===== src/rtl/fpnew_pkg.sv =====
// Shared FPU types used by blocks around the FPU top level.
package fpnew_pkg;

   // IEEE 754 exception flags reported with every result.
   typedef struct packed {
      logic NV;
      logic DZ;
      logic OF;
      logic UF;
      logic NX;
   } status_t;

endpackage


===== src/rtl/fpnew_reorder_buffer.sv =====
// In-order completion buffer: tags FPU operations with a sequence ID at issue,
// captures out-of-order results and releases them in allocation order.
module fpnew_reorder_buffer
   import fpnew_pkg::*;
#(
   parameter int unsigned Width   = 64,
   parameter int unsigned Depth   = 4,
   parameter type         TagType = logic,
   localparam int unsigned IdWidth = $clog2(Depth)
) (
   input  logic               clk_i,
   input  logic               rst_ni,
   input  logic               flush_i,
   input  logic               alloc_valid_i,
   output logic               alloc_ready_o,
   input  TagType             alloc_tag_i,
   output logic [IdWidth-1:0] alloc_id_o,
   input  logic               cmpl_valid_i,
   output logic               cmpl_ready_o,
   input  logic [IdWidth-1:0] cmpl_id_i,
   input  logic [Width-1:0]   cmpl_result_i,
   input  status_t            cmpl_status_i,
   output logic               out_valid_o,
   input  logic               out_ready_i,
   output logic [Width-1:0]   result_o,
   output status_t            status_o,
   output TagType             tag_o,
   output logic               empty_o,
   output logic               full_o
);

   localparam int unsigned PtrWidth = IdWidth + 1;

   typedef struct packed {
      logic [Width-1:0] result;
      status_t          status;
      TagType           tag;
   } entry_t;

   logic [PtrWidth-1:0] head_q, head_d;
   logic [PtrWidth-1:0] tail_q, tail_d;
   logic [Depth-1:0]    alloc_q, alloc_d;
   logic [Depth-1:0]    done_q, done_d;
   entry_t              mem_q [Depth];
   entry_t              mem_d [Depth];

   logic [IdWidth-1:0]  head_idx;
   logic [IdWidth-1:0]  tail_idx;
   logic                alloc_fire;
   logic                retire_fire;
   logic                cmpl_accept;

   assign head_idx = head_q[IdWidth-1:0];
   assign tail_idx = tail_q[IdWidth-1:0];

   // Wrap bit distinguishes full from empty when the index bits match.
   assign full_o  = (head_idx == tail_idx) && (head_q[IdWidth] != tail_q[IdWidth]);
   assign empty_o = (head_q == tail_q);

   assign alloc_ready_o = ~full_o;
   assign alloc_id_o    = tail_idx;
   assign cmpl_ready_o  = 1'b1;

   assign out_valid_o = alloc_q[head_idx] & done_q[head_idx];
   assign result_o    = mem_q[head_idx].result;
   assign status_o    = mem_q[head_idx].status;
   assign tag_o       = mem_q[head_idx].tag;

   assign alloc_fire  = alloc_valid_i & alloc_ready_o;
   assign retire_fire = out_valid_o & out_ready_i;
   assign cmpl_accept = cmpl_valid_i & alloc_q[cmpl_id_i] & ~done_q[cmpl_id_i];

   // Allocate, complete and retire always target distinct entries, so their
   // updates compose; flush discards all of them.
   always_comb begin
      head_d  = head_q;
      tail_d  = tail_q;
      alloc_d = alloc_q;
      done_d  = done_q;
      mem_d   = mem_q;

      if (flush_i) begin
         head_d  = '0;
         tail_d  = '0;
         alloc_d = '0;
         done_d  = '0;
      end else begin
         if (alloc_fire) begin
            alloc_d[tail_idx]   = 1'b1;
            done_d[tail_idx]    = 1'b0;
            mem_d[tail_idx].tag = alloc_tag_i;
            tail_d              = tail_q + PtrWidth'(1);
         end
         if (cmpl_accept) begin
            done_d[cmpl_id_i]       = 1'b1;
            mem_d[cmpl_id_i].result = cmpl_result_i;
            mem_d[cmpl_id_i].status = cmpl_status_i;
         end
         if (retire_fire) begin
            alloc_d[head_idx] = 1'b0;
            done_d[head_idx]  = 1'b0;
            head_d            = head_q + PtrWidth'(1);
         end
      end
   end

   always_ff @(posedge clk_i or negedge rst_ni) begin
      if (!rst_ni) begin
         head_q  <= '0;
         tail_q  <= '0;
         alloc_q <= '0;
         done_q  <= '0;
         for (int i = 0; i < int'(Depth); i++) begin
            mem_q[i] <= '0;
         end
      end else begin
         head_q  <= head_d;
         tail_q  <= tail_d;
         alloc_q <= alloc_d;
         done_q  <= done_d;
         mem_q   <= mem_d;
      end
   end

endmodule


===== config.mk =====
export PLATFORM = sky130hd
export DESIGN_NAME = fpnew_reorder_buffer
export DESIGN_NICKNAME = d
export VERILOG_FILES = /design/src/rtl/fpnew_pkg.sv /design/src/rtl/fpnew_reorder_buffer.sv
export SDC_FILE = /design/constraint.sdc
export NUM_CORES = 1
export LEC_CHECK = 0
export ABC_AREA = 1
export BUFFER_PORTS_ARGS = -buffer_cell sky130_fd_sc_hd__buf_2
export CAP_MARGIN = 20
export CORE_AREA = 2 2 160 162
export CTS_CLUSTER_DIAMETER = 120
export CTS_CLUSTER_SIZE = 25
export DETAILED_ROUTE_END_ITERATION = 12
export DIE_AREA = 0 0 162 164
export GPL_ROUTABILITY_DRIVEN = 0
export PLACE_DENSITY = 0.8
export SLEW_MARGIN = 20
export SYNTH_ARGS = -nofsm -noshare
export SYNTH_HDL_FRONTEND = slang
export SYNTH_SLANG_ARGS = --single-unit

===== constraint.sdc =====
create_clock -name clk_i -period 2.5 [get_ports clk_i]
set_input_delay 0.5 -clock clk_i [delete_from_list [all_inputs] [get_ports clk_i]]
set_output_delay 0.5 -clock clk_i [all_outputs]
set_load 0.05 [all_outputs]

* Word level (Yosys, flattened, before mapping)
Index checks and enable logic that the tools add are counted.
** Storage, ports and cells
- Bits in registers :: 294
- Bits of input ports :: 78
- Output and inout port bits :: 77
- Logic and storage cells :: 116
** Cells by class
- Add/sub/neg operators :: 2
- Magnitude comparators :: 11
- Equality and inequality tests :: 3
- Mux-type cells :: 43
- Bitwise gates (word level) :: 17
- Reduce and logical (&&, ||, !) cells :: 8
** Operator list (number)
- bitwise mux 280 bit :: 3
- 2-to-1 mux 280 bit :: 3
- demux 70 bit (select 2 bit) :: 3
- 2-to-1 mux 70 bit :: 3
- binary-select mux 70 bit (select 2 bit) :: 1
- 2-to-1 mux 4 bit :: 10
- bitwise AND 4 bit :: 3
- 2-to-1 mux 3 bit :: 4
- >= comparator 3 bit (second input constant) :: 3
- < comparator 2 x 3 -> 1 bit (second input constant) :: 3
- NOT 2 -> 3 bit :: 3
- binary-select mux 1 bit (select 2 bit) :: 4
- 2-to-1 mux 1 bit :: 8
- NOT 4 bit :: 2
- bitwise OR 4 bit :: 2
- adder 3 x 1 -> 3 bit (second input constant) :: 2
- demux 1 bit (select 2 bit) :: 3
- >= comparator 2 x 1 -> 1 bit (second input constant) :: 3
- logical AND 1 bit :: 6
- < comparator 3 x 1 -> 1 bit (second input constant) :: 2
- 2-to-1 mux 6 bit :: 1
- bitwise AND 1 bit :: 5
- nonzero test 2 bit :: 2
- == test 3 bit :: 1
- 3 further kinds :: 4

* Logic depth before layout (Yosys ltp)
Gate-level depths: netlist of the first run.
- Word-level depth :: 14
- Gate-level depth with buffers :: 11
- Depth with buffers taken out :: 8

* Least setup slack after synthesis of the first run
No wires, ideal clock.
- Path type :: reg2out
- From :: register head_q[0]
- To :: output result_o[0]
- Arrival time :: 2.049 ns
- Data required time :: 2.000 ns
- Slack :: -0.049 ns
- Cell stages (with the launch flop) :: 7
- Path buffers :: 3
- Path through :: dfrtp_1 > buf_2 > clkinv_1 > clkbuf_1 > clkbuf_1 > nor2_1 > o22ai_1
** Between the ends
- Word-level cells in the longest chain between the ends :: 4
** Ends and longest elaborated chain
- from (decl) :: RTL line fpnew_reorder_buffer.sv:40 : logic [PtrWidth-1:0] head_q, head_d;
- from (signal assigned) :: RTL line fpnew_reorder_buffer.sv:109 : head_q <= '0;
- from (signal assigned) :: RTL line fpnew_reorder_buffer.sv:117 : head_q <= head_d;
- NOT 2 -> 3 bit (implied by the code) :: RTL line fpnew_reorder_buffer.sv:65 : assign result_o = mem_q[head_idx].result;
- binary-select mux 70 bit (select 2 bit) :: RTL line fpnew_reorder_buffer.sv:65
- 2-to-1 mux 70 bit (2 in a row)
- to (decl) :: RTL line fpnew_reorder_buffer.sv:25 : output logic [Width-1:0] result_o,
Every way passes these cells. The select of a mux whose other input is x is not followed.

* Worst setup path after layout of the first run
- From :: register head_q[0]
- To :: output result_o[42]
Same word-level chain as after synthesis.

==> results by group, run 1 <==
Critical path
  – Critical path capture point type: primary output
  – Arrival time worst endpoint: 2.01 ns
  – Worst-path cell chain: buf_12 > inv_8 > buf_16 > nor2_1 > o22ai_2 > buf_6
  – Worst r2r src: head_q[0]
  – Buffers plus inverters on the worst setup path: 4
  – Slowest CP cell: dfrtp_4
  – Top Family by Delay on Critical Path: buffers and inverters
  – Crit path launch type: flop
  – Worst path max stage delay: 0.53 ns
  – Crit path launch: head_q[0]
  – Worst-path maximum fanout: 23
  – Critical path required time: 2.00 ns
  – Critical path class: reg -> out

Detailed routing
  – Via count: 14.30k
  – WL final: 46.77 mm
  – Antenna Violating Nets Remaining: 0
  – Number of remaining DRC errors: 0
  – Routed wire per std cell: 21.36 um
  – DR vias/cell: 6.528
  – Router iterations before antenna repair: 6
  – DR iter-0 viols: 2,482

Layout
  – Most common cell after layout, fill and taps aside: nand2_1
  – # fillers: 1,903
  – Layout Cells excl Fill: 2,190
  – Syn-to-layout area delta: 19.08%
  – FF/Latch Area: 7365 um2
  – Final layout net count: 1,941
  – Fin util: 69.48%
  – Area of the multi-input gates: 6579 um2
  – Most frequent cells in the layout: nand2_1, dfrtp_1, nand4_1
  – Post-route design area: 17,240 um2
  – Layout cells sized above 1: 17.61%

Floorplanning
  – I/O Pins: 155
  – Die H: 164 um
  – Initial Util: 58.35%
  – Die Width: 162 um
  – Site row count: 58
  – Die ar.: 26,570 um2
  – CORE AREA: 24,820 um2

Timing
  – Slew Limit Headroom: 47.70%
  – Unrepaired setup endpoints after global routing: true
  – Tcrit/Tclk final: 100.4%
  – Setup ws final: -0.008868 ns
  – Final setup viols: 6
  – Final Hold Viols: 0
  – Min cycle time layout: 2.509 ns
  – Worst Tran Pin Value: 0.7845 ns
  – Slew Viols, Final: 0
  – Worst clock skew: 0.01987 ns
  – Hold Slack: 0.2568 ns
  – Max Freq: 398.6 MHz

Synthesis
  – Cell taking the most area after synthesis: dfrtp_1
  – Number of synthesized register bits: 294
  – Yosys warns: 0
  – Area contributors post-synth: dfrtp_1, nand2_1, nand4_1
  – Post-Synthesis Cells: 1,784
  – Cell variety after synth: 29
  – Post-synth net total: 1,870
  – Syn avg cell area: 8.117 um2
  – Top cell type's share of synthesized area: 50.80%
  – Sequential area share after synthesis: 50.80%
  – Post-Syn Area: 14,480 um2

Global routing
  – Initial antenna violation count: 6
  – Pin count of the biggest net entering global routing: 165
  – First-pass GRT wire length: 71.01 mm
  – Total Routing Usage GR: 33.15%
  – Vias in the first global route: 13.24k
  – Total gr overflow: 0

Clock tree
  – Worst-Skew Late Latency: 0.52 ns
  – Longest Clk Path Bufs: 3
  – CTS tree: built
  – Clock slew at the register clock pins of the worst setup and hold paths: 0.10 ns
  – Clk root buf: clkbuf_16
  – CTS Sinks: 294
  – Htree depth: 1
  – CTS Buf Count: 15

Job
  – Max-cap violation count: 0

Worst hold path
  – Critical hold path startpoint: cmpl_result_i[55]
  – Hold Crit Class: in -> reg

Outcome
  – Status: complete, but fails checks
  – Failing checks: negative setup slack

Placement
  – Instance area at placement: 15,860 um2
  – Total placed cells including tap cells: 2,139
  – HPWL Detailed: 23.39 mm
  – I/O Buffers: 153
  – Worst slack, placed: 0.3129 ns

Pwr
  – Leakage power: 8.981 nW
  – Peak supply drop: 574.8 uV
  – Cell Pwr Density: 672.7 nW/um2
==> metal layers <==
metal	vias to the layer above	GRT usage (%)	part of all wire, %
met5	-	0	0.064
met4	4	10.82	3.0
met3	125	5.657	11
met2	882	51.64	46
met1	7007	47.66	40
li1	6279	-	-
==> state kept, by name (all words and copies together), names as in the netlist <==
register  count
alloc_q       4
done_q        4
head_q        3
mem_q       280
tail_q        3
==> layout make-up <==
class	count	share of cell area [%]
diodes	3	0.04354
clock buffers	17	2.220
clock inverters	2	0.1016
inverters	20	0.6458
multi-input cells	1299	38.15
flip-flops and latches	294	42.71
well taps	330	2.394
repair buffers	223	13.62
repair inverters	2	0.1161
==> cell families after synthesis <==
logic type / share of synthesized area (%)
other: 0.02590
xor gates and xnor gates: 0.1210
AOI/OAI and AO/OA: 8.450
adders and majority gates: 0.6912
buffers and inverters: 6.670
DFF: 50.80
and+or+nand+nor: 33.24
==> cell usage after synthesis <==
library cell,number
o21ai_0,146
inv_1,14
nor2_8,1
buf_4,14
xnor2_1,1
nand4_2,4
nand2_1,594
nor2_4,2
inv_2,4
a21oi_1,10
o21ai_1,1
conb_1,1
clkinv_1,2
nand4_1,284
o22ai_1,70
nor2_2,1
nand3_1,18
buf_1,27
buf_2,13
dfrtp_1,294
clkbuf_1,93
xor2_1,1
ha_1,8
nor2_1,150
or2_2,1
nand3_2,3
buf_6,24
nand2_2,2
and2_1,1
==> per-stage QoR <==
step | total power (W) | setup TNS (ns)
after detailed placement | 0.008714 | 0
final | 0.01160 | -0.03457
after global placement | 0.008626 | 0
after CTS | 0.01150 | -0.3600
after global routing | 0.01210 | -0.5547
after floorplan | 0.007892 | 0
==> worst paths after layout <==
check,end,slack (ns),depth (start not counted)
min in group asynchronous,mem_q[3],0.58,2
setup reg to reg,head_q[1],0.64,10
setup / recovery,result_o[42],-0.009,6
hold / removal,mem_q[271],0.26,3
max in group asynchronous,mem_q[72],1.18,3
hold reg to reg,mem_q[190],0.48,2
==> timing repair <==
item | CTS | global route
hold buffers | 1 | 0
buffers inserted | 4 | 6
resized for setup | 92 | 66
hold endpoints to repair | 16 | 0
endpoints found under the setup margin | 68 | 61
gates cloned | 4 | 15
pin swaps | 3 | 13
==> worst min-delay path, cell delays in order <==
cell     delay, ns
buf_2         0.12
nand4_1       0.08
nand2_1       0.05
==> power by group <==
part / total, W / switching, W / leakage (nW) / internal [W]
clock network: 0.00269 / 0.00158 / 0.196 / 0.00111
registers: 0.00598 / 0.000435 / 3.95 / 0.00554
logic: 0.00293 / 0.00196 / 4.83 / 0.000973
total: 0.0116 / 0.00397 / 8.98 / 0.00763
Note: power is estimated with default switching activity, not from simulation.
==> run 2, diff against run 1 <==
- CORE_AREA: 2 2 160 162 -> 2 2 159 161
- DIE_AREA: 0 0 162 164 -> 0 0 161 163
- PLACE_DENSITY: 0.8 -> 0.81
- clock period: 2.5 -> 3.2 ns (I/O delays scaled with it)
==> run 2 against run 1 <==
Net effect: the flow now finishes without violations; final cell count is 1.7% lower; worst hold slack worse by 0.14 ns; total power shrank 25%; routed wire length is 12% lower; critical path type unchanged; largest power group unchanged.
==> results by group, run 2 (same netlist as run 1, synthesis figures left out) <==
Clock tree
  – Htree depth: 1
  – CTS tree: built
  – Clock slew at the register clock pins of the worst setup and hold paths: 0.11 ns
  – Clk root buf: clkbuf_16
  – CTS Buf Count: 15
  – PostCTS Resize Cnt: 0
  – CTS Sinks: 294
  – Worst-Skew Late Latency: 0.49 ns
  – Cts hold-fix bufs: 0
  – Longest Clk Path Bufs: 3
  – Total setup buffers inserted after CTS: 0

Global routing
  – Pin count of the biggest net entering global routing: 125
  – GRT Max-Usage Layer: met2
  – GRT met2 Usage: 49.10%
  – First-pass GRT wire length: 67.08 mm
  – Met3 usage: 4.940%
  – Vias in the first global route: 13.06k
  – Total gr overflow: 0
  – Grt met1 use: 44.19%
  – Initial antenna violation count: 4
  – Total Routing Usage GR: 31.06%

Outcome
  – Status: completed

Detailed routing
  – DR vias/cell: 6.319
  – Routed wire per std cell: 19.10 um
  – Number of remaining DRC errors: 0
  – Router iterations before antenna repair: 7
  – Via count: 13.60k
  – Antenna Violating Nets Remaining: 0
  – DR iter-0 viols: 1,714
  – WL final: 41.10 mm

Layout
  – Most common cell after layout, fill and taps aside: nand2_1
  – Top Registers: mem_q: 280 flops, alloc_q: 4 flops, done_q: 4 flops
  – Fin util: 63.48%
  – Syn-to-layout area delta: 8.156%
  – Most frequent cells in the layout: nand2_1, dfrtp_1, nand4_1
  – Max FFs per register: 280
  – Largest register by flop count: mem_q
  – FF/Latch Area: 7362 um2
  – Final layout net count: 1,905
  – # fillers: 2,145
  – Area of the multi-input gates: 6198 um2
  – Layout cells sized above 1: 12.53%
  – Layout Cells excl Fill: 2,152

Timing
  – Hold Slack: 0.1151 ns
  – Final setup viols: 0
  – Tcrit/Tclk final: 95.17%
  – Unrepaired setup endpoints after global routing: false
  – Min cycle time layout: 3.045 ns
  – Setup_tns: 0 ns
  – Max Freq: 328.4 MHz
  – Worst clock skew: 0.01739 ns
  – Slew Viols, Final: 0
  – Setup ws final: 0.1547 ns
  – Slew Limit Headroom: 35.06%
  – Final Hold Viols: 0
  – Worst Tran Pin Value: 0.9741 ns

Pwr
  – Leakage power: 8.369 nW
  – Cell Pwr Density: 556.6 nW/um2
  – Peak supply drop: 381.3 uV

Floorplanning
  – Die H: 163 um
  – Die ar.: 26,240 um2
  – Site row count: 58
  – Initial Util: 58.69%
  – I/O Pins: 155
  – Die Width: 161 um
  – CORE AREA: 24,670 um2

Critical path
  – Reg-to-reg slack, setup: 1.05 ns
  – Arrival time worst endpoint: 2.41 ns
  – Reg2Reg Depth: 8
  – Critical path class: reg -> out
  – Worst r2r src: alloc_q[3]
  – Critical path required time: 2.56 ns
  – Critical path capture point type: primary output
  – Crit path launch type: flop
  – Worst-path maximum fanout: 88
  – FF-to-FF End: mem_q[265]

Placement
  – Total placed cells including tap cells: 2,132
  – I/O Buffers: 153
  – Worst slack, placed: 0.5503 ns
  – HPWL Detailed: 22.88 mm

Job
  – Max-cap violation count: 0

Worst hold path
  – Hold Crit Class: in -> async
==> run 2: cell types whose count changed in the layout (fill, tap and decap cells not counted), sizes merged <==
cell / delta
clkinv: -1
buf: -16
dlygate4sd3: -1
inv: -2
clkbuf: -18
==> run 2: worst max-delay path: stages (launching register included) <==
cell	delay [ns]
dfrtp_4	0.58
inv_4	0.17
buf_12	0.30
o21ai_0	0.15
o22ai_1	0.27
buf_2	0.33
==> run 2: routing by layer <==
metal,vias to the layer above,part of all wire (%)
met5,-,0.032
met4,2,2.2
met3,88,9.6
met2,751,47
met1,6566,41
li1,6191,-
==> run 2: final cells by class <==
type / instances / share of cell area [%]
well taps: 330 / 2.636
inverters: 20 / 0.5432
clock inverters: 1 / 0.05592
multi-input cells: 1299 / 39.58
diodes: 3 / 0.04793
clock buffers: 16 / 2.421
repair buffers: 189 / 7.717
flip-flops and latches: 294 / 47.00
==> run 2: through the flow <==
stage                     total power (W)  cell area (um2)
after floorplan                  0.006099            14480
after global placement           0.006655            15270
after detailed placement         0.006722            15270
after CTS                        0.008736            15660
after global routing             0.009117            15660
final                            0.008718            15660
==> run 2: worst max path at each step <==
stage	from	to	slack, ns	depth (start not counted)
after floorplan	head_q[0]	result_o[0]	0.51	6
after global placement	cmpl_id_i[0]	mem_q[245]	0.56	11
after detailed placement	cmpl_id_i[0]	mem_q[273]	0.55	9
after CTS	head_q[0]	full_o	0.19	7
after global routing	head_q[0]	full_o	0.03	7
final	head_q[0]	result_o[32]	0.15	5
==> run 2: power by group <==
part           internal [W]  leakage, nW  total (W)  switching (W)
clock network      0.000859        0.190    0.00204        0.00118
registers           0.00433         3.95    0.00467       0.000340
logic              0.000552         4.23    0.00201        0.00146
